**src/rtl/bcd_seq_ctrl.sv**
```systemverilog
// Sequential 14-bit binary to 4-digit BCD converter (shift-add-3, 14 shift cycles).
// Optional build macro BCD_SATURATE_EN: clamp bcd_out to 16'h9999 when the value exceeds 9999.
module bcd_seq_ctrl (
  input  logic        clk,
  input  logic        rst,
  input  logic        start,
  input  logic [13:0] bin_in,
  output logic        busy,
  output logic        done,
  output logic [15:0] bcd_out,
  output logic        overflow
);

  typedef enum logic [1:0] {
    IDLE  = 2'd0,
    SHIFT = 2'd1,
    DONE  = 2'd2
  } state_t;

  state_t      state_q, state_d;
  logic [13:0] sr_q, sr_d;
  logic [19:0] acc_q, acc_d;
  logic [3:0]  cnt_q, cnt_d;
  logic [15:0] bcd_q, bcd_d;
  logic        ovf_q, ovf_d;

  logic [19:0] acc_adj;
  logic [33:0] shifted;
  logic [19:0] acc_sh;
  logic [13:0] sr_sh;
  logic        ovf_final;
  logic [15:0] bcd_final;

  // Add-3 correction on every digit before the shift, so no nibble passes 9 after doubling.
  genvar gi;
  generate
    for (gi = 0; gi < 5; gi++) begin : g_adj
      assign acc_adj[gi*4 +: 4] = (acc_q[gi*4 +: 4] >= 4'd5) ? (acc_q[gi*4 +: 4] + 4'd3)
                                                             : acc_q[gi*4 +: 4];
    end
  endgenerate

  assign shifted   = {acc_adj, sr_q} << 1;
  assign acc_sh    = shifted[33:14];
  assign sr_sh     = shifted[13:0];
  assign ovf_final = (acc_sh[19:16] != 4'd0);

`ifdef BCD_SATURATE_EN
  assign bcd_final = ovf_final ? 16'h9999 : acc_sh[15:0];
`else
  assign bcd_final = acc_sh[15:0];
`endif

  always_comb begin
    state_d = state_q;
    sr_d    = sr_q;
    acc_d   = acc_q;
    cnt_d   = cnt_q;
    bcd_d   = bcd_q;
    ovf_d   = ovf_q;
    case (state_q)
      IDLE, DONE: begin
        if (start) begin
          sr_d    = bin_in;
          acc_d   = 20'd0;
          cnt_d   = 4'd0;
          state_d = SHIFT;
        end else begin
          state_d = IDLE;
        end
      end
      SHIFT: begin
        acc_d = acc_sh;
        sr_d  = sr_sh;
        cnt_d = cnt_q + 4'd1;
        // Counter value 13 marks the edge performing the 14th and final shift.
        if (cnt_q == 4'd13) begin
          state_d = DONE;
          bcd_d   = bcd_final;
          ovf_d   = ovf_final;
        end
      end
      default: state_d = IDLE;
    endcase
  end

  always_ff @(posedge clk) begin
    if (rst) begin
      state_q <= IDLE;
      sr_q    <= 14'd0;
      acc_q   <= 20'd0;
      cnt_q   <= 4'd0;
      bcd_q   <= 16'd0;
      ovf_q   <= 1'b0;
    end else begin
      state_q <= state_d;
      sr_q    <= sr_d;
      acc_q   <= acc_d;
      cnt_q   <= cnt_d;
      bcd_q   <= bcd_d;
      ovf_q   <= ovf_d;
    end
  end

  assign busy     = (state_q == SHIFT);
  assign done     = (state_q == DONE);
  assign bcd_out  = bcd_q;
  assign overflow = ovf_q;

endmodule

```
**config.mk**
```make
export PLATFORM = sky130hd
export DESIGN_NAME = bcd_seq_ctrl
export DESIGN_NICKNAME = d
export VERILOG_FILES = /design/src/rtl/bcd_seq_ctrl.sv
export SDC_FILE = /design/constraint.sdc
export NUM_CORES = 1
export LEC_CHECK = 0
export ABC_AREA = 1
export ABC_CLOCK_PERIOD_IN_PS = 1400
export CORE_AREA = 2 2 87 89
export DETAILED_ROUTE_END_ITERATION = 8
export DIE_AREA = 0 0 89 91
export DONT_BUFFER_PORTS = 1
export SYNTH_ARGS = -nofsm -noshare
export SYNTH_HDL_FRONTEND = slang
export SYNTH_SLANG_ARGS = --single-unit
```
**constraint.sdc**
```tcl
create_clock -name clk -period 1.4 [get_ports clk]
set_clock_uncertainty 0.2 [all_clocks]
set_input_delay 0.14 -clock clk [delete_from_list [all_inputs] [get_ports clk]]
set_output_delay 0.14 -clock clk [all_outputs]
set_load 0.02 [all_outputs]
```
* After elaboration in Yosys (flattened, before gate mapping)
Cells that the tools add are included.
** Cells by class
- Mux-type cells :: 14
- Reductions and logical operators :: 6
- $add $sub $neg :: 6
- Equal/unequal tests :: 5
- Magnitude comparators :: 5
** Operators by type and width (number)
- $pmux W20 S2 :: 1
- $pmux W14 S2 :: 1
- $ge A4 B3 Y1 const B :: 5
- $mux W20 :: 1
- $mux W4 :: 5
- $add A4 B2 Y4 const B :: 4
- $mux W14 :: 1
- $pmux W4 S2 :: 1
- $add A4 B1 Y4 const B :: 1
- $eq A4 B4 Y1 const B :: 1
- $pmux W2 S2 :: 1
- $reduce_and A2 Y1 :: 2
- $reduce_bool A4 Y1 :: 1
- $add A3 B2 Y3 const B :: 1
- $mux W3 :: 1
- $eq A2 B1 Y1 const B :: 1
- $eq A2 B2 Y1 const B :: 1
- $logic_not A2 Y1 :: 1
- $mux W2 :: 1
- $ne A2 B1 Y1 const B :: 1
- $ne A2 B2 Y1 const B :: 1
- $reduce_bool A2 Y1 :: 1
- $reduce_or A2 Y1 :: 1
- $mux W1 :: 1
** Word-level totals
- Input bits :: 17
- Output and inout bits :: 19
- Flip-flop bits (word level) :: 57

* Depth between registers and ports, before layout
Gate-level depths: netlist of run 1.
- Depth after elaboration :: 4
- Depth in mapped cells :: 10
- Mapped depth without buffers :: 10

* Worst setup path after synthesis of run 1
No wires, ideal clock.
- Path type :: reg2reg
- Start :: reg acc_q[4]
- End :: reg bcd_q[8], in the netlist bcd_out[8]
- Arrival :: 1.198 ns
- Required time :: 1.085 ns
- Stages on the path, launching flop included :: 8
- Path slack :: -0.113 ns
- Cells stage by stage :: dfxtp_1 -> inv_1 -> ha_1 -> inv_1 -> o21ai_0 -> o21ai_0 -> o21ai_0 -> inv_1
** On the way
- Longest elaborated chain between the ends :: 2
- Elaborated cells on any way between the ends :: 3
- Classes of those cells :: add/sub (1); order compare (1); mux (1)
** Ends and longest elaborated chain
- from (decl) :: RTL line 22 : logic [19:0] acc_q, acc_d;
- from (signal assigned) :: RTL line 91 : acc_q <= 20'd0;
- from (signal assigned) :: RTL line 98 : acc_q <= acc_d;
- $add A4 B2 Y4 / $ge A4 B3 Y1 (equally long branches) :: RTL line 38 : assign acc_adj[gi*4 +: 4] = (acc_q[gi*4 +: 4] >= 4'd5) ? (acc_q[gi*4 +: 4] + 4'd3)
- $mux W4 (*) :: RTL line 38
- to (signal assigned) :: RTL line 93 : bcd_q <= 16'd0;
- to (signal assigned) :: RTL line 100 : bcd_q <= bcd_d;
- to (decl) :: RTL line 24 : logic [15:0] bcd_q, bcd_d;
Every way passes the cells marked *; elsewhere a longest branch is shown, timed or not.
A chain may end at the register's enable or synchronous reset.

* Worst setup path in the final report of run 1
- Start :: reg state_q[1]
- End :: out busy
** On the way
- Longest elaborated chain between the ends :: 1
** Ends and longest elaborated chain
- from (decl) :: RTL line 20 : state_t state_q, state_d;
- from (signal assigned) :: RTL line 96 : state_q <= state_d;
- $eq A2 B1 Y1 :: RTL line 105 : assign busy = (state_q == SHIFT);
- to (decl) :: RTL line 8 : output logic busy,
No other way between the ends.

==> flow_metrics.py, run 1 <==
metrics = {
    "global_route": {
        "track_usage_pct": 19.3,
        "antenna_found_initial": 0,
        "grt_pass1_wl_mm": 12.1,
        "grt_pass1_vias": 2645,
        "grt_max_degree": 44,
        "grt_overflow": 0,
    },
    "worst_setup_path": {
        "reg2reg_slack_ns": -0.07,
        "crit_type": "reg -> out",
        "critPathLaunchType": "flip-flop",
        "timing.critical_path.fanout_max": 3,
        "cp_data_arrival_time_ns": 1.16,
        "worstReg2RegStart": "state_q[1]",
        "r2r_end": "acc_q[4]",
        "rr_worst_depth": 7,
        "crit_path_end": "busy",
        "end_kind": "output pin",
        "crit_required_ns": 1.06,
        "crit_start": "state_q[1]",
    },
    "sta": {
        "fmax_ghz": 0.667,
        "hold_violations": 0,
        "finalCriticalPeriod_ns": 1.50,
        "fin_ws_ns": -0.100,
        "relSlewSlack_pct": 72.7,
        "tightest_slew_ns": 0.408,
        "finalCritPeriodShare_pct": 107,
        "rsz0062_at_grt": "yes",
        "setup-violations-final": 37,
        "maxSlewViolCount": 0,
        "holdWs_ns": 0.275,
    },
    "clock_network": {
        "cts_tree": "done",
        "clockRootBuffer": "clkbuf_8",
        "clk_pin_slew_ns": 0.07,
        "cts_buffers": 9,
        "h-tree-depth": 3,
        "clkLatencyLatePin_ns": 0.35,
        "clock-sinks": 57,
        "cts_buffer_depth": 2,
    },
    "logic_synthesis": {
        "async_flop_share_pct": 0,
        "synth_top_area_share_pct": 41.4,
        "postSynthCellCount": 385,
        "ys.flop_type": "dfxtp_1",
        "synth_top_cells_by_area": "dfxtp_1 (41%), nand2_1 (17%), nand3_1 (7.3%)",
        "yosysSeqAreaShare_pct": 41.4,
        "synth_area_sq_um": 2760,
        "ys_seq_elements": 57,
        "yosysWarnings": 0,
        "syn_nets": 414,
        "synth-edff-count": 0,
        "syn_area_per_cell_sq_um": 7.17,
        "yosysUniqueCellTypes": 26,
        "synth_area_leader_cell": "dfxtp_1",
    },
    "placement": {
        "io_buffers": 0,
        "dpl.cell_count": 505,
        "place.gp.congestion": 0.810,
        "hpwlAfterDp_mm": 4.52,
    },
    "routing": {
        "postRouteAntennaNets": 0,
        "route.detailed.drc": 0,
        "dr.pass1.iters": 4,
        "wl_mm": 8.52,
        "wl_per_cell_um": 15.2,
        "drt_iter0_drc": 88,
        "routed_via_density": 5.01,
        "vias": 2812,
    },
    "cells_and_area": {
        "antennaDiodeCount": 0,
        "fillers": 636,
        "register_area_sq_um": 1160,
        "layout.nets": 486,
        "syn2layout_area_growth_pct": 57.6,
        "final_cells": 561,
        "drive_gt1_share_pct": 44.4,
        "multi_input_area_sq_um": 1840,
    },
    "flow_run": {
        "maxCapViolations": 0,
    },
    "worst_hold_path": {
        "hold_path.class": "reg -> reg",
    },
    "floorplan": {
        "start_util_pct": 38.7,
        "rows": 31,
        "die_h_um": 91,
        "core-area_sq_um": 7140,
        "die_x_um": 89,
        "dieArea_sq_um": 8100,
        "io_pins": 36,
    },
    "run_status": {
        "outcome": "finished with violations",
        "violations": "negative setup slack",
    },
    "power": {
        "power-per-cell-area_nw_per_um2": 884,
        "ir_drop_v": 0.000632,
        "cellLeakagePower_uw": 0.00179,
    },
}
[repair_timing]
action | CTS | global route
setup buffers | 5 | 11
pin swaps | 22 | 41
hold endpoints to repair | 49 | 0
endpoints found under the setup margin | 48 | 56
cloned | 1 | 5
hold buffers | 19 | 0
resized for setup | 63 | 109
[critical path: stages (launching register included)]
cell and delay [ns]:
dfxtp_2 0.34, buf_6 0.12, nor2_4 0.14, buf_12 0.12, buf_8 0.10
[layout by cell type, fill, tap and decap left out, types with 3 or more instances in the layout]
cell,count
inv_2,12
nor2_1,17
buf_12,7
dfxtp_1,43
ha_4,6
buf_6,7
buf_4,37
nor2_2,6
nand2_8,3
inv_4,7
ha_2,5
a21oi_1,11
nand3_1,27
inv_1,18
clkbuf_16,4
o21ai_2,9
dfxtp_2,12
o21ai_1,6
nand2_4,8
o22ai_1,3
a31oi_1,12
dlygate4sd3_1,18
nand3_2,12
o21ai_4,4
a21oi_2,10
clkbuf_8,12
nand2_2,24
nand2_1,93
nor2_4,4
[cell families (layout without fill, tap and decap cells)]
logic type / Yosys count / in the layout / share of synthesized area [%]
and+or+nand+nor: 199 / 199 / 31.2
DFF: 57 / 57 / 41.4
adders and majority gates: 12 / 12 / 5.44
AOI/OAI and AO/OA: 62 / 62 / 12.5
buffers and inverters: 55 / 132 / 9.52
[registers in the layout, indices dropped and copies added (netlist names)]
register / count
acc_q: 20
cnt_q: 4
sr_q: 14
bcd_out: 16
state_q: 2
overflow: 1
[through the flow]
step                      TNS (ns)  util (%)  setup WS, ns  total power, uW  instance area (sq um)
after global placement       -1.12      43.9        -0.155             1970                   3130
final                       -0.949      60.9        -0.100             3840                   4350
after detailed placement     -2.07      43.9        -0.182             1970                   3130
after global routing         -3.43      60.9        -0.150             3980                   4350
after CTS                   -0.532      52.7       -0.0833             3710                   3760
after floorplan            -0.0164         -       -0.0164             1900                   2790
[power by group]
group          internal (uW)  switching [uW]
clock network            967             666
registers               1660            35.4
logic                    260             258
[per-layer routing]
layer,GRT usage [%],share of wire [%],vias up
li1,-,-,1398
met4,3.86,0.67,0
met3,7.00,5.5,11
met5,0,0,-
met2,32.8,52,61
met1,23.1,42,1342
[layout make-up]
class / count / share of cell area (%)
clock inverters: 2 / 0.806
repair buffers: 75 / 18.8
multi-input cells: 273 / 42.3
inverters: 40 / 4.34
flip-flops and latches: 57 / 26.8
well taps: 99 / 2.85
repair inverters: 1 / 0.173
clock buffers: 14 / 3.97
[worst min path at each step]
stage / from / to / slack, ns / cells after the start
3_5_place_dp: rst / acc_q[12] / 0.01 / 1
5_1_grt: acc_q[9] / acc_q[9] / 0.30 / 2
3_3_place_gp: rst / acc_q[12] / 0.007 / 1
6_report: acc_q[9] / acc_q[9] / 0.28 / 2
2_1_floorplan: bin_in[0] / sr_q[0] / 0.09 / 2
4_1_cts: acc_q[5] / acc_q[5] / 0.27 / 2
[Yosys cell counts, drive strengths merged, types with 2 or more instances]
master and n:
nand2 128, dfxtp 57, nand3 41, inv 39, nor2 28, a21oi 21, o21ai 21, a31oi 13
ha 12, buf 11, o22ai 5, clkbuf 4, nand4 2
Note: power is estimated with default switching activity, not from simulation.
==> run 2: changes to the inputs <==
--- a/config.mk
+++ b/config.mk
@@ -11,6 +11,7 @@
 export DETAILED_ROUTE_END_ITERATION = 8
 export DIE_AREA = 0 0 89 91
 export DONT_BUFFER_PORTS = 1
+export SLEW_MARGIN = 40
 export SYNTH_ARGS = -nofsm -noshare
 export SYNTH_HDL_FRONTEND = slang
 export SYNTH_SLANG_ARGS = --single-unit
==> results of run 2 <==
No change in the layout: final DEF, timing and power equal those of run 1.
==> run 3: changes to the inputs <==
--- a/config.mk
+++ b/config.mk
@@ -6,10 +6,9 @@
 export NUM_CORES = 1
 export LEC_CHECK = 0
 export ABC_AREA = 1
-export ABC_CLOCK_PERIOD_IN_PS = 1400
-export CORE_AREA = 2 2 87 89
+export CORE_AREA = 2 2 99 77
 export DETAILED_ROUTE_END_ITERATION = 8
-export DIE_AREA = 0 0 89 91
+export DIE_AREA = 0 0 101 79
 export DONT_BUFFER_PORTS = 1
 export SLEW_MARGIN = 40
 export SYNTH_ARGS = -nofsm -noshare
==> constraint.sdc (replaced) <==
create_clock -name clk -period 1.5 [get_ports clk]
set_clock_uncertainty 0.2 [all_clocks]
set_input_delay 0.15 -clock clk [delete_from_list [all_inputs] [get_ports clk]]
set_output_delay 0.15 -clock clk [all_outputs]
set_load 0.02 [all_outputs]
==> run 3 against run 2 <==
  * The run ends with negative hold slack, negative setup slack left
  * Worst hold slack worse by 0.60 ns
  * First-iteration DRC count up 57%
  * Clock-buffer cell count down 3
  * Flip-flop and latch count unchanged
  * Non-clock buffer count down 34
  * Clock power down 22%
  * Largest power group unchanged
  * Global-route usage down 1.4 points
  * Critical path depth up 5
  * Core utilization down 9.8 points
  * Worst setup slack better by 0.092 ns
==> flow_metrics.py, run 3 (same netlist as run 1, synthesis figures left out) <==
metrics = {
    "sta": {
        "finalCriticalPeriod_ns": 1.51,
        "hold_violations": 43,
        "rsz0062_at_grt": "yes",
        "setup-violations-final": 2,
        "finalCritPeriodShare_pct": 101,
        "fmax_ghz": 0.663,
        "relSlewSlack_pct": 73.7,
        "tightest_slew_ns": 0.392,
        "fin_ws_ns": -0.00756,
        "holdWs_ns": -0.324,
        "maxSlewViolCount": 0,
    },
    "clock_network": {
        "cts_tree": "done",
        "cts_buffers": 9,
        "clock-sinks": 57,
        "cts_buffer_depth": 2,
        "clk_pin_slew_ns": 0.07,
        "clkLatencyLatePin_ns": 0.33,
        "h-tree-depth": 3,
        "clockRootBuffer": "clkbuf_8",
        "cts_hold_buf": 3,
    },
    "power": {
        "totalPowerFinal_uw": 3080,
        "power-per-cell-area_nw_per_um2": 850,
        "ir_drop_v": 0.000516,
        "cellLeakagePower_uw": 0.00151,
    },
    "floorplan": {
        "dieArea_sq_um": 7980,
        "start_util_pct": 38.9,
        "die_x_um": 101,
        "rows": 27,
        "io_pins": 36,
        "die_h_um": 79,
        "core-area_sq_um": 7090,
    },
    "routing": {
        "wl_mm": 7.08,
        "route.detailed.drc": 0,
        "vias": 2602,
        "routed_via_density": 5.08,
        "drt_iter0_drc": 138,
        "dr.pass1.iters": 4,
        "wl_per_cell_um": 13.8,
        "postRouteAntennaNets": 0,
    },
    "cells_and_area": {
        "final_cells": 512,
        "layout.nets": 451,
        "drive_gt1_share_pct": 32.0,
        "layout_commonest_cell": "nand2_1",
        "largest_reg_flops": 20,
        "antennaDiodeCount": 0,
        "regMostFlops": "acc_q",
        "syn2layout_area_growth_pct": 31.4,
        "final_cell_area_sq_um": 3620,
        "final_cell_mix": "nand2_1 (108), dfxtp_1 (45), nand3_1 (32)",
    },
    "worst_setup_path": {
        "end_kind": "flip-flop",
        "critical_path.top_delay_family": "flip-flops",
        "critPathSlowestCell": "dfxtp_4",
        "worst_path_largest_cell_delay_ns": 0.36,
        "crit_type": "reg -> reg",
        "crit_buf_inv": 3,
        "critPathLaunchType": "flip-flop",
        "cp_data_arrival_time_ns": 1.55,
        "crit_required_ns": 1.54,
        "timing.critical_path.fanout_max": 4,
        "crit_chain": "buf_6 -> ha_4 -> o21ai_2 -> buf_6 -> nand3_2 -> nand2_2 -> nand2_1 -> nand2_1 -> inv_1",
    },
    "placement": {
        "post_dp_cell_area_sq_um": 3040,
        "dpl.cell_count": 491,
        "place.gp.congestion": 0.840,
        "hpwlAfterDp_mm": 4.34,
        "io_buffers": 0,
    },
    "global_route": {
        "grt_pass1_vias": 2429,
        "antenna_found_initial": 0,
        "grt_max_degree": 45,
        "grt_pass1_wl_mm": 11.2,
        "track_usage_pct": 17.8,
        "grt_overflow": 0,
    },
    "run_status": {
        "violations": "negative hold slack, negative setup slack",
        "outcome": "finished with violations",
    },
    "worst_hold_path": {
        "hold_path.class": "in -> reg",
    },
    "flow_run": {
        "maxCapViolations": 0,
    },
}
run 3: cell count changes in the layout (fill, tap and decap cells not counted), moves of 5 or more:
| cell | previous run | this run |
|---|---|---|
| nand2_1 | 93 | 108 |
| nand2_2 | 24 | 13 |
| dlygate4sd3_1 | 18 | 3 |
| buf_4 | 37 | 30 |
| a21oi_2 | 10 | 5 |
| a21oi_1 | 11 | 16 |
| buf_12 | 7 | 2 |
| nand3_1 | 27 | 32 |
| nor2_2 | 6 | 0 |
| nor2_1 | 17 | 25 |
run 3: final cells by class:
| cell class | instances | area (sq um) |
|---|---|---|
| tap | 87 | 109 |
| fill | 688 | 3470 |
| inverter | 40 | 178 |
| clock inverter | 3 | 17.5 |
| multi-input combinational | 273 | 1620 |
| timing repair buffer | 41 | 384 |
| sequential | 57 | 1160 |
| clock buffer | 11 | 151 |
run 3: path summary, 6_finish.rpt:
| path | start | end | slack (ns) | cells past startpoint |
|---|---|---|---|---|
| hold reg to reg | acc_q[17] | acc_q[17] | 0.26 | 2 |
| setup / recovery | acc_q[8] | bcd_out[9] | -0.008 | 9 |
| hold / removal | rst | state_q[0] | -0.32 | 1 |
| setup reg to reg | acc_q[8] | bcd_out[9] | -0.008 | 9 |
run 3: worst reg2reg max path, cell delays in order, from the launching register on:
cell,delay [ns]
dfxtp_4,0.36
buf_6,0.13
ha_4,0.15
o21ai_2,0.14
buf_6,0.14
nand3_2,0.08
nand2_2,0.08
nand2_1,0.05
nand2_1,0.05
inv_1,0.03
run 3: metal layers:
layer  track usage, %  up-vias  wire [um]
met5                0        -          0
met4             6.76        0        137
met3             5.28       14        305
met2             28.9       50       3360
met1             22.4     1205       3270
li1                 -     1333          -
run 3: metrics by stage:
step / utilization, % / worst slack (ns) / hold slack (ns) / setup TNS [ns]
after global placement: 42.8 / -0.0521 / 0.0193 / -0.243
after detailed placement: 42.8 / -0.140 / 0.0230 / -1.26
after global routing: 51.1 / -0.0921 / -0.344 / -0.544
after floorplan: - / 0.00747 / 0.0974 / 0
final: 51.1 / -0.00756 / -0.324 / -0.0105
after CTS: 47.4 / 0.00833 / -0.342 / 0
run 3: power by group:
group          leakage (uW)  internal, uW  switching, uW  total, uW
Combinational      0.000951           102            144        246
Sequential         0.000468          1540           20.6       1560
Clock             0.0000871           665            606       1270
run 3: repair_timing:
| item | in CTS | in global routing |
|---|---|---|
| endpoints found under the hold margin | 49 | 43 |
| gates resized for setup | 35 | 77 |
| setup endpoints to repair | 29 | 46 |
| pin swaps | 9 | 24 |
| setup buffers | 1 | 2 |
| gates cloned | 1 | 0 |
